--- src/rtl/wb_arbiter_pkg.sv ---
// Shared types and constants for the writeback arbiter.
// Contents: XLEN, REG_ADDR_W, NUM_REGS, wb_req_t, wb_src_t.
package wb_arbiter_pkg;

    localparam int XLEN       = 32;
    localparam int REG_ADDR_W = 5;
    localparam int NUM_REGS   = 32;

    typedef struct packed {
        logic [REG_ADDR_W-1:0] rd;
        logic [XLEN-1:0]       data;
    } wb_req_t;

    // Source feeding the register file in a given cycle.
    typedef enum logic [1:0] {
        SRC_NONE,
        SRC_ALU,
        SRC_FIFO,
        SRC_MDU
    } wb_src_t;

endpackage

--- src/rtl/wb_fifo.sv ---
// Small FIFO buffering MUL/DIV writeback requests.
// Ports: clk, rst (sync, active-high), push, push_data, pop, head, full, empty.
module wb_fifo
    import wb_arbiter_pkg::*;
#(
    parameter int DEPTH = 4
) (
    input  logic    clk,
    input  logic    rst,
    input  logic    push,
    input  wb_req_t push_data,
    input  logic    pop,
    output wb_req_t head,
    output logic    full,
    output logic    empty
);

    localparam int AW = $clog2(DEPTH);

    wb_req_t       mem [DEPTH];
    logic [AW-1:0] wr_ptr;
    logic [AW-1:0] rd_ptr;
    logic [AW:0]   count;
    logic          do_push;
    logic          do_pop;

    assign full    = (count == (AW + 1)'(DEPTH));
    assign empty   = (count == '0);
    assign do_push = push && !full;
    assign do_pop  = pop && !empty;
    assign head    = mem[rd_ptr];

    // DEPTH is a power of two, so pointers wrap naturally.
    always_ff @(posedge clk) begin
        if (rst) begin
            wr_ptr <= '0;
            rd_ptr <= '0;
            count  <= '0;
        end else begin
            if (do_push) begin
                wr_ptr <= wr_ptr + AW'(1);
            end
            if (do_pop) begin
                rd_ptr <= rd_ptr + AW'(1);
            end
            count <= count + (AW + 1)'(do_push) - (AW + 1)'(do_pop);
        end
    end

    always_ff @(posedge clk) begin
        if (do_push) begin
            mem[wr_ptr] <= push_data;
        end
    end

endmodule

--- src/rtl/wb_arbiter.sv ---
// Writeback arbiter: merges single-cycle ALU results and buffered
// MUL/DIV results into one register-file write port, with a busy
// scoreboard for outstanding MUL/DIV destinations.
// Ports: clk, rst, alu_*, mdu_*, issue_*, busy, reg_write, rd, write_data.
// Optional macro WB_BYPASS_EN adds fwd_valid/fwd_rd/fwd_data.
module wb_arbiter
    import wb_arbiter_pkg::*;
#(
    parameter int FIFO_DEPTH = 4
) (
    input  logic                  clk,
    input  logic                  rst,
    input  logic                  alu_valid,
    output logic                  alu_ready,
    input  logic [REG_ADDR_W-1:0] alu_rd,
    input  logic [XLEN-1:0]       alu_data,
    input  logic                  mdu_valid,
    output logic                  mdu_ready,
    input  logic [REG_ADDR_W-1:0] mdu_rd,
    input  logic [XLEN-1:0]       mdu_data,
    input  logic                  issue_valid,
    input  logic [REG_ADDR_W-1:0] issue_rd,
    output logic [NUM_REGS-1:0]   busy,
    output logic                  reg_write,
    output logic [REG_ADDR_W-1:0] rd,
    output logic [XLEN-1:0]       write_data
`ifdef WB_BYPASS_EN
    ,
    output logic                  fwd_valid,
    output logic [REG_ADDR_W-1:0] fwd_rd,
    output logic [XLEN-1:0]       fwd_data
`endif
);

    wb_src_t             sel;
    wb_req_t             sel_req;
    wb_req_t             fifo_head;
    wb_req_t             mdu_req;
    logic                fifo_full;
    logic                fifo_empty;
    logic                fifo_push;
    logic                fifo_pop;
    logic                sel_write;
    logic                mdu_done;
    logic [NUM_REGS-1:0] busy_next;

    assign mdu_req   = '{rd: mdu_rd, data: mdu_data};
    assign mdu_ready = !fifo_full;
    assign alu_ready = !fifo_full;

    // A full FIFO drains first so MUL/DIV can never be starved by ALU.
    // An empty FIFO lets a lone MDU result go straight through.
    always_comb begin
        sel = SRC_NONE;
        if (fifo_full) begin
            sel = SRC_FIFO;
        end else if (alu_valid) begin
            sel = SRC_ALU;
        end else if (!fifo_empty) begin
            sel = SRC_FIFO;
        end else if (mdu_valid) begin
            sel = SRC_MDU;
        end
    end

    always_comb begin
        sel_req = '0;
        unique case (sel)
            SRC_ALU:  sel_req = '{rd: alu_rd, data: alu_data};
            SRC_FIFO: sel_req = fifo_head;
            SRC_MDU:  sel_req = mdu_req;
            default:  sel_req = '0;
        endcase
    end

    assign fifo_push = mdu_valid && !fifo_full && (sel != SRC_MDU);
    assign fifo_pop  = (sel == SRC_FIFO);
    assign sel_write = (sel != SRC_NONE) && (sel_req.rd != '0);
    assign mdu_done  = sel_write && ((sel == SRC_FIFO) || (sel == SRC_MDU));

    // Set after clear so a same-cycle re-issue keeps the bit high.
    always_comb begin
        busy_next = busy;
        if (mdu_done) begin
            busy_next[sel_req.rd] = 1'b0;
        end
        if (issue_valid && (issue_rd != '0)) begin
            busy_next[issue_rd] = 1'b1;
        end
    end

    always_ff @(posedge clk) begin
        if (rst) begin
            reg_write  <= 1'b0;
            rd         <= '0;
            write_data <= '0;
            busy       <= '0;
        end else begin
            reg_write <= sel_write;
            busy      <= busy_next;
            if (sel_write) begin
                rd         <= sel_req.rd;
                write_data <= sel_req.data;
            end
        end
    end

`ifdef WB_BYPASS_EN
    assign fwd_valid = sel_write;
    assign fwd_rd    = sel_req.rd;
    assign fwd_data  = sel_req.data;
`endif

    wb_fifo #(
        .DEPTH(FIFO_DEPTH)
    ) u_fifo (
        .clk      (clk),
        .rst      (rst),
        .push     (fifo_push),
        .push_data(mdu_req),
        .pop      (fifo_pop),
        .head     (fifo_head),
        .full     (fifo_full),
        .empty    (fifo_empty)
    );

endmodule

--- config.mk ---
export PLATFORM = sky130hd
export DESIGN_NAME = wb_arbiter
export DESIGN_NICKNAME = d
export VERILOG_FILES = /design/src/rtl/wb_arbiter_pkg.sv /design/src/rtl/wb_fifo.sv /design/src/rtl/wb_arbiter.sv
export SDC_FILE = /design/constraint.sdc
export NUM_CORES = 1
export LEC_CHECK = 0
export CAP_MARGIN = 20
export CORE_MARGIN = 4
export CORE_UTILIZATION = 31
export DETAILED_ROUTE_END_ITERATION = 8
export PLACE_DENSITY = 0.52
export SKIP_LAST_GASP = 1
export SYNTH_ARGS = -nofsm -noshare
export SYNTH_HDL_FRONTEND = slang
export SYNTH_SLANG_ARGS = --single-unit
--- constraint.sdc ---
create_clock -name clk -period 3.5 [get_ports clk]
set_clock_uncertainty 0.1 [all_clocks]
set_input_delay 0.35 -clock clk [delete_from_list [all_inputs] [get_ports clk]]
set_output_delay 0.35 -clock clk [all_outputs]
set_load 0.02 [all_outputs]
==> impl_metrics.prom <==
# TYPE chip_impl_metric gauge
chip_impl_metric{name="detailed_place_hpwl",unit="um"} 16100
chip_impl_metric{name="slew_viol_final",unit=""} 0
chip_impl_metric{name="r2r_slack",unit="ns"} 0.41
chip_impl_metric{name="synthAdderAreaFrac",unit=""} 0.0106
chip_impl_metric{name="synth-warning-count",unit=""} 0
chip_impl_info{name="synth.largest_area_cell",value="sky130_fd_sc_hd__edfxtp_1"} 1
chip_impl_info{name="critical-path-slowest-cell",value="sky130_fd_sc_hd__or3b_1"} 1
chip_impl_metric{name="detail_route.wl_per_cell",unit="um"} 21.2
chip_impl_info{name="cp_top_family",value="simple AND/OR/NAND/NOR gates"} 1
chip_impl_metric{name="synthArstFlopShare",unit=""} 0
chip_impl_metric{name="worst_path_largest_cell_delay",unit="ns"} 0.52
chip_impl_metric{name="final.setup.tns",unit="ns"} 0
chip_impl_metric{name="report.final.setup_viol",unit=""} 0
chip_impl_info{name="hold_path_class",value="flop to flop"} 1
chip_impl_metric{name="critical_path_peak_fanout",unit=""} 21
chip_impl_metric{name="grt_first_pass_wirelength",unit="um"} 37000
chip_impl_metric{name="dr_total_vias",unit=""} 6122
chip_impl_metric{name="synth-compound-area-share",unit=""} 0.123
chip_impl_metric{name="grt_overflow_total",unit=""} 0
chip_impl_metric{name="ctsHtreeMaxLevel",unit=""} 1
chip_impl_metric{name="cts_hold_repair.buffers",unit=""} 0
chip_impl_metric{name="synth.distinct_cells",unit=""} 42
chip_impl_metric{name="muxShareOfSynthArea",unit=""} 0.0939
chip_impl_metric{name="synth_xor_area_frac",unit=""} 0.00487
chip_impl_metric{name="worst_ep_required_time",unit="ns"} 3.79
chip_impl_info{name="cp-start-kind",value="flop"} 1
chip_impl_metric{name="finalHoldViolations",unit=""} 0
chip_impl_metric{name="placement_rows",unit=""} 62
chip_impl_metric{name="min_period_over_period",unit=""} 0.883
chip_impl_metric{name="post_cts_buffers",unit=""} 0
chip_impl_info{name="timing.critical_path.to_type",value="flop"} 1
chip_impl_metric{name="first_iter_violations",unit=""} 604
chip_impl_metric{name="post-route-worst-setup-slack",unit="ns"} 0.409
chip_impl_metric{name="post_route_cells_drive_above_1_share",unit=""} 0.152
chip_impl_metric{name="maximum_number_of_pins_on_one_net_before_global_route_repair",unit=""} 84
chip_impl_metric{name="cts_num_sinks",unit=""} 227
chip_impl_metric{name="final_ant_viol_nets",unit=""} 0
chip_impl_info{name="dominant_combinational_cell_family_by_area_after_synthesis",value="compound AO/OA/AOI/OAI gates"} 1
chip_impl_metric{name="worst_pin_slew",unit="ns"} 1.03
chip_impl_metric{name="ioPinCount",unit=""} 156
chip_impl_info{name="cts.root.buffer_cell",value="sky130_fd_sc_hd__clkbuf_16"} 1
chip_impl_metric{name="die_outline_area",unit="um2"} 31800
chip_impl_metric{name="fp.dieH",unit="um"} 178
chip_impl_metric{name="drc",unit=""} 0
chip_impl_metric{name="powerDensity",unit="nW/um2"} 765
chip_impl_metric{name="yosys_register_bits",unit=""} 227
chip_impl_metric{name="placement_stage_worst_setup_slack",unit="ns"} 0.173
chip_impl_metric{name="grt_pass1_vias",unit=""} 6263
chip_impl_metric{name="initial_core_util",unit=""} 0.314
chip_impl_info{name="synth.top_cells.by_area",value="sky130_fd_sc_hd__edfxtp_1 (49%), sky130_fd_sc_hd__dfxtp_1 (18%), sky130_fd_sc_hd__mux4_2 (9.3%), sky130_fd_sc_hd__a222oi_1 (3.6%), sky130_fd_sc_hd__a211oi_2 (2.1%)"} 1
chip_impl_metric{name="total_track_usage",unit=""} 0.151
chip_impl_metric{name="layout.nets",unit=""} 844
chip_impl_info{name="status",value="completed"} 1
chip_impl_metric{name="coreArea",unit="um2"} 28600
chip_impl_metric{name="cp.buffers_inverters",unit=""} 1
chip_impl_metric{name="drt_wirelength",unit="um"} 24500
chip_impl_metric{name="final.min_clock_period",unit="ns"} 3.09
chip_impl_metric{name="routed_via_density",unit=""} 5.30
chip_impl_metric{name="postCtsResizedCells",unit=""} 0
chip_impl_metric{name="max_freq",unit="MHz"} 324
chip_impl_metric{name="postSynthNetCount",unit=""} 690
chip_impl_metric{name="grt_antenna_before_repair",unit=""} 1
chip_impl_info{name="rsz_0062_raised_after_global_routing",value="false"} 1
chip_impl_metric{name="max_cap_viol_count",unit=""} 0
chip_impl_metric{name="io_buffer_count",unit=""} 155
chip_impl_metric{name="power.ir.vdd_worst",unit="mV"} 0.354
chip_impl_metric{name="syn-mean-instance-area",unit="um2"} 15.0
chip_impl_metric{name="drtPass1Iterations",unit=""} 5
chip_impl_metric{name="synth_top_area_frac",unit=""} 0.495
chip_impl_metric{name="signed_area_change_from_the_synthesized_netlist_to_the_final_layout",unit="%"} 31.1
chip_impl_metric{name="post_synth_simple_gate_area",unit=""} 0.0710
chip_impl_metric{name="power.leakage",unit="nW"} 3.79
chip_impl_metric{name="maxSlewHeadroom",unit=""} 0.315
chip_impl_metric{name="fin_total_pwr",unit="W"} 0.00901
chip_impl_metric{name="synthesized_cell_area",unit="um2"} 8980
chip_impl_metric{name="insertion_delay",unit="ns"} 0.50
chip_impl_metric{name="cts-buffers-inserted",unit=""} 24
chip_impl_info{name="cts_tree",value="built"} 1
chip_impl_metric{name="synth-edff-count",unit=""} 148
chip_impl_metric{name="synth.yosys.seq_area_share",unit=""} 0.671
chip_impl_metric{name="dieWidth",unit="um"} 178
chip_impl_metric{name="clk_path_buf_depth",unit=""} 3
chip_impl_metric{name="postSynthCellCount",unit=""} 599
chip_impl_metric{name="globalplace.congestion",unit=""} 0.785
chip_impl_info{name="synth_flop_cell",value="sky130_fd_sc_hd__edfxtp_1"} 1
chip_impl_metric{name="design_area",unit="um2"} 11800
chip_impl_info{name="criticalPathCategory",value="flop to flop"} 1
chip_impl_metric{name="cp.arrival",unit="ns"} 3.39
chip_impl_info{name="timing.critical_path.cells",value="or3b_1 -> and2_2 -> a221o_1 -> or3_1 -> or2_2 -> buf_4 -> a211oi_1"} 1
chip_impl_metric{name="post_dp_cell_area",unit="um2"} 11000
chip_impl_metric{name="clock_pin_slew_on_the_worst_setup_and_hold_paths",unit="ns"} 0.06
layout make-up:
cell class                      count  area (um2)
Tap cell                          384         480
Clock inverter                      7        57.6
Inverter                            6        22.5
Timing Repair Buffer              174        1730
Antenna cell                        1        2.50
Fill cell                        2575       16800
Clock buffer                       37         721
Multi-Input combinational cell    320        2740
Sequential cell                   227        6030
worst reg2reg max path, delay by kind of cell (launching register included):
kind            cells  cell delay, ns
simple gates        4            1.56
compound gates      2            0.67
flops               1            0.42
buf+inv             1            0.23
worst paths after layout:
check | startpoint | to | cells past startpoint
worst max-delay path | u_fifo.count[2]$_SDFF_PP0_ | write_data[15]$_SDFFE_PP0P_ | 7
worst max register to register | u_fifo.count[2]$_SDFF_PP0_ | write_data[15]$_SDFFE_PP0P_ | 7
worst min register to register | rd[1]$_SDFFE_PP0P_ | rd[1]$_SDFFE_PP0P_ | 2
worst min-delay path | rd[1]$_SDFFE_PP0P_ | rd[1]$_SDFFE_PP0P_ | 2
metal layers:
| layer | global-route usage | share of wire | vias to the layer above |
|---|---|---|---|
| met3 | 0.0299 | 0.084 | 35 |
| met1 | 0.213 | 0.44 | 3082 |
| met5 | 0 | 0 | - |
| li1 | - | - | 2732 |
| met4 | 0.0400 | 0.019 | 0 |
| met2 | 0.240 | 0.46 | 273 |
sequential cells by signal, indices dropped and copies added (netlist names), named ones only:
| signal | flops |
|---|---|
| write_data | 32 |
| busy | 32 |
| u_fifo.mem | 148 |
| u_fifo.rd_ptr | 2 |
| u_fifo.count | 3 |
| u_fifo.wr_ptr | 2 |
| rd | 5 |
| reg_write | 1 |
cell families (layout without fill, tap and decap cells):
logic type      count (synthesis)  count (layout)
xor+xnor                        5               5
buf+inv                        52             224
fa+ha+maj                       7               7
mux                            38              38
simple gates                  125             125
compound gates                145             145
flops                         227             227
other cells                     0               1
cells in the final DEF, fill, tap and decap left out, types with 15 or more instances in the layout:
cell type,count
sky130_fd_sc_hd__a211oi_1,17
sky130_fd_sc_hd__a211oi_2,15
sky130_fd_sc_hd__a21oi_1,31
sky130_fd_sc_hd__a222oi_1,32
sky130_fd_sc_hd__buf_4,17
sky130_fd_sc_hd__clkbuf_16,25
sky130_fd_sc_hd__clkdlybuf4s50_1,154
sky130_fd_sc_hd__dfxtp_1,77
sky130_fd_sc_hd__edfxtp_1,148
sky130_fd_sc_hd__mux4_2,37
sky130_fd_sc_hd__nand2_1,40
sky130_fd_sc_hd__nor3_1,34
sky130_fd_sc_hd__o21ai_0,27
cells in the mapped netlist (4+ instances only):
| cell type | number |
|---|---|
| sky130_fd_sc_hd__a221o_1 | 5 |
| sky130_fd_sc_hd__buf_2 | 6 |
| sky130_fd_sc_hd__nand4b_1 | 4 |
| sky130_fd_sc_hd__ha_1 | 6 |
| sky130_fd_sc_hd__and3_1 | 7 |
| sky130_fd_sc_hd__mux4_2 | 37 |
| sky130_fd_sc_hd__o31ai_1 | 8 |
| sky130_fd_sc_hd__nor3_1 | 34 |
| sky130_fd_sc_hd__nor3b_1 | 5 |
| sky130_fd_sc_hd__nor2_1 | 10 |
| sky130_fd_sc_hd__buf_1 | 6 |
| sky130_fd_sc_hd__o22ai_1 | 5 |
| sky130_fd_sc_hd__a21oi_1 | 31 |
| sky130_fd_sc_hd__a211oi_1 | 17 |
| sky130_fd_sc_hd__edfxtp_1 | 148 |
| sky130_fd_sc_hd__and2_1 | 6 |
| sky130_fd_sc_hd__a211oi_2 | 15 |
| sky130_fd_sc_hd__nand2_1 | 40 |
| sky130_fd_sc_hd__clkbuf_1 | 29 |
| sky130_fd_sc_hd__a222oi_1 | 32 |
| sky130_fd_sc_hd__inv_1 | 6 |
| sky130_fd_sc_hd__dfxtp_1 | 79 |
| sky130_fd_sc_hd__nand2b_1 | 6 |
| sky130_fd_sc_hd__o21ai_0 | 27 |
power breakdown:
group | internal (W) | total, W | switching (W)
combinational | 0.00128 | 0.00300 | 0.00172
clock | 0.00149 | 0.00246 | 0.000976
sequential | 0.00332 | 0.00354 | 0.000227
through the flow:
stage / util / hold slack (ns) / instances
detailed placement: 0.384 / 0.355 / 1111
floorplan: - / 0.349 / 599
global placement: 0.384 / 0.354 / 1111
global route: 0.411 / 0.377 / 1156
CTS: 0.411 / 0.343 / 1155
finish: 0.411 / 0.362 / 1156
(Power assumes the default switching activity.)
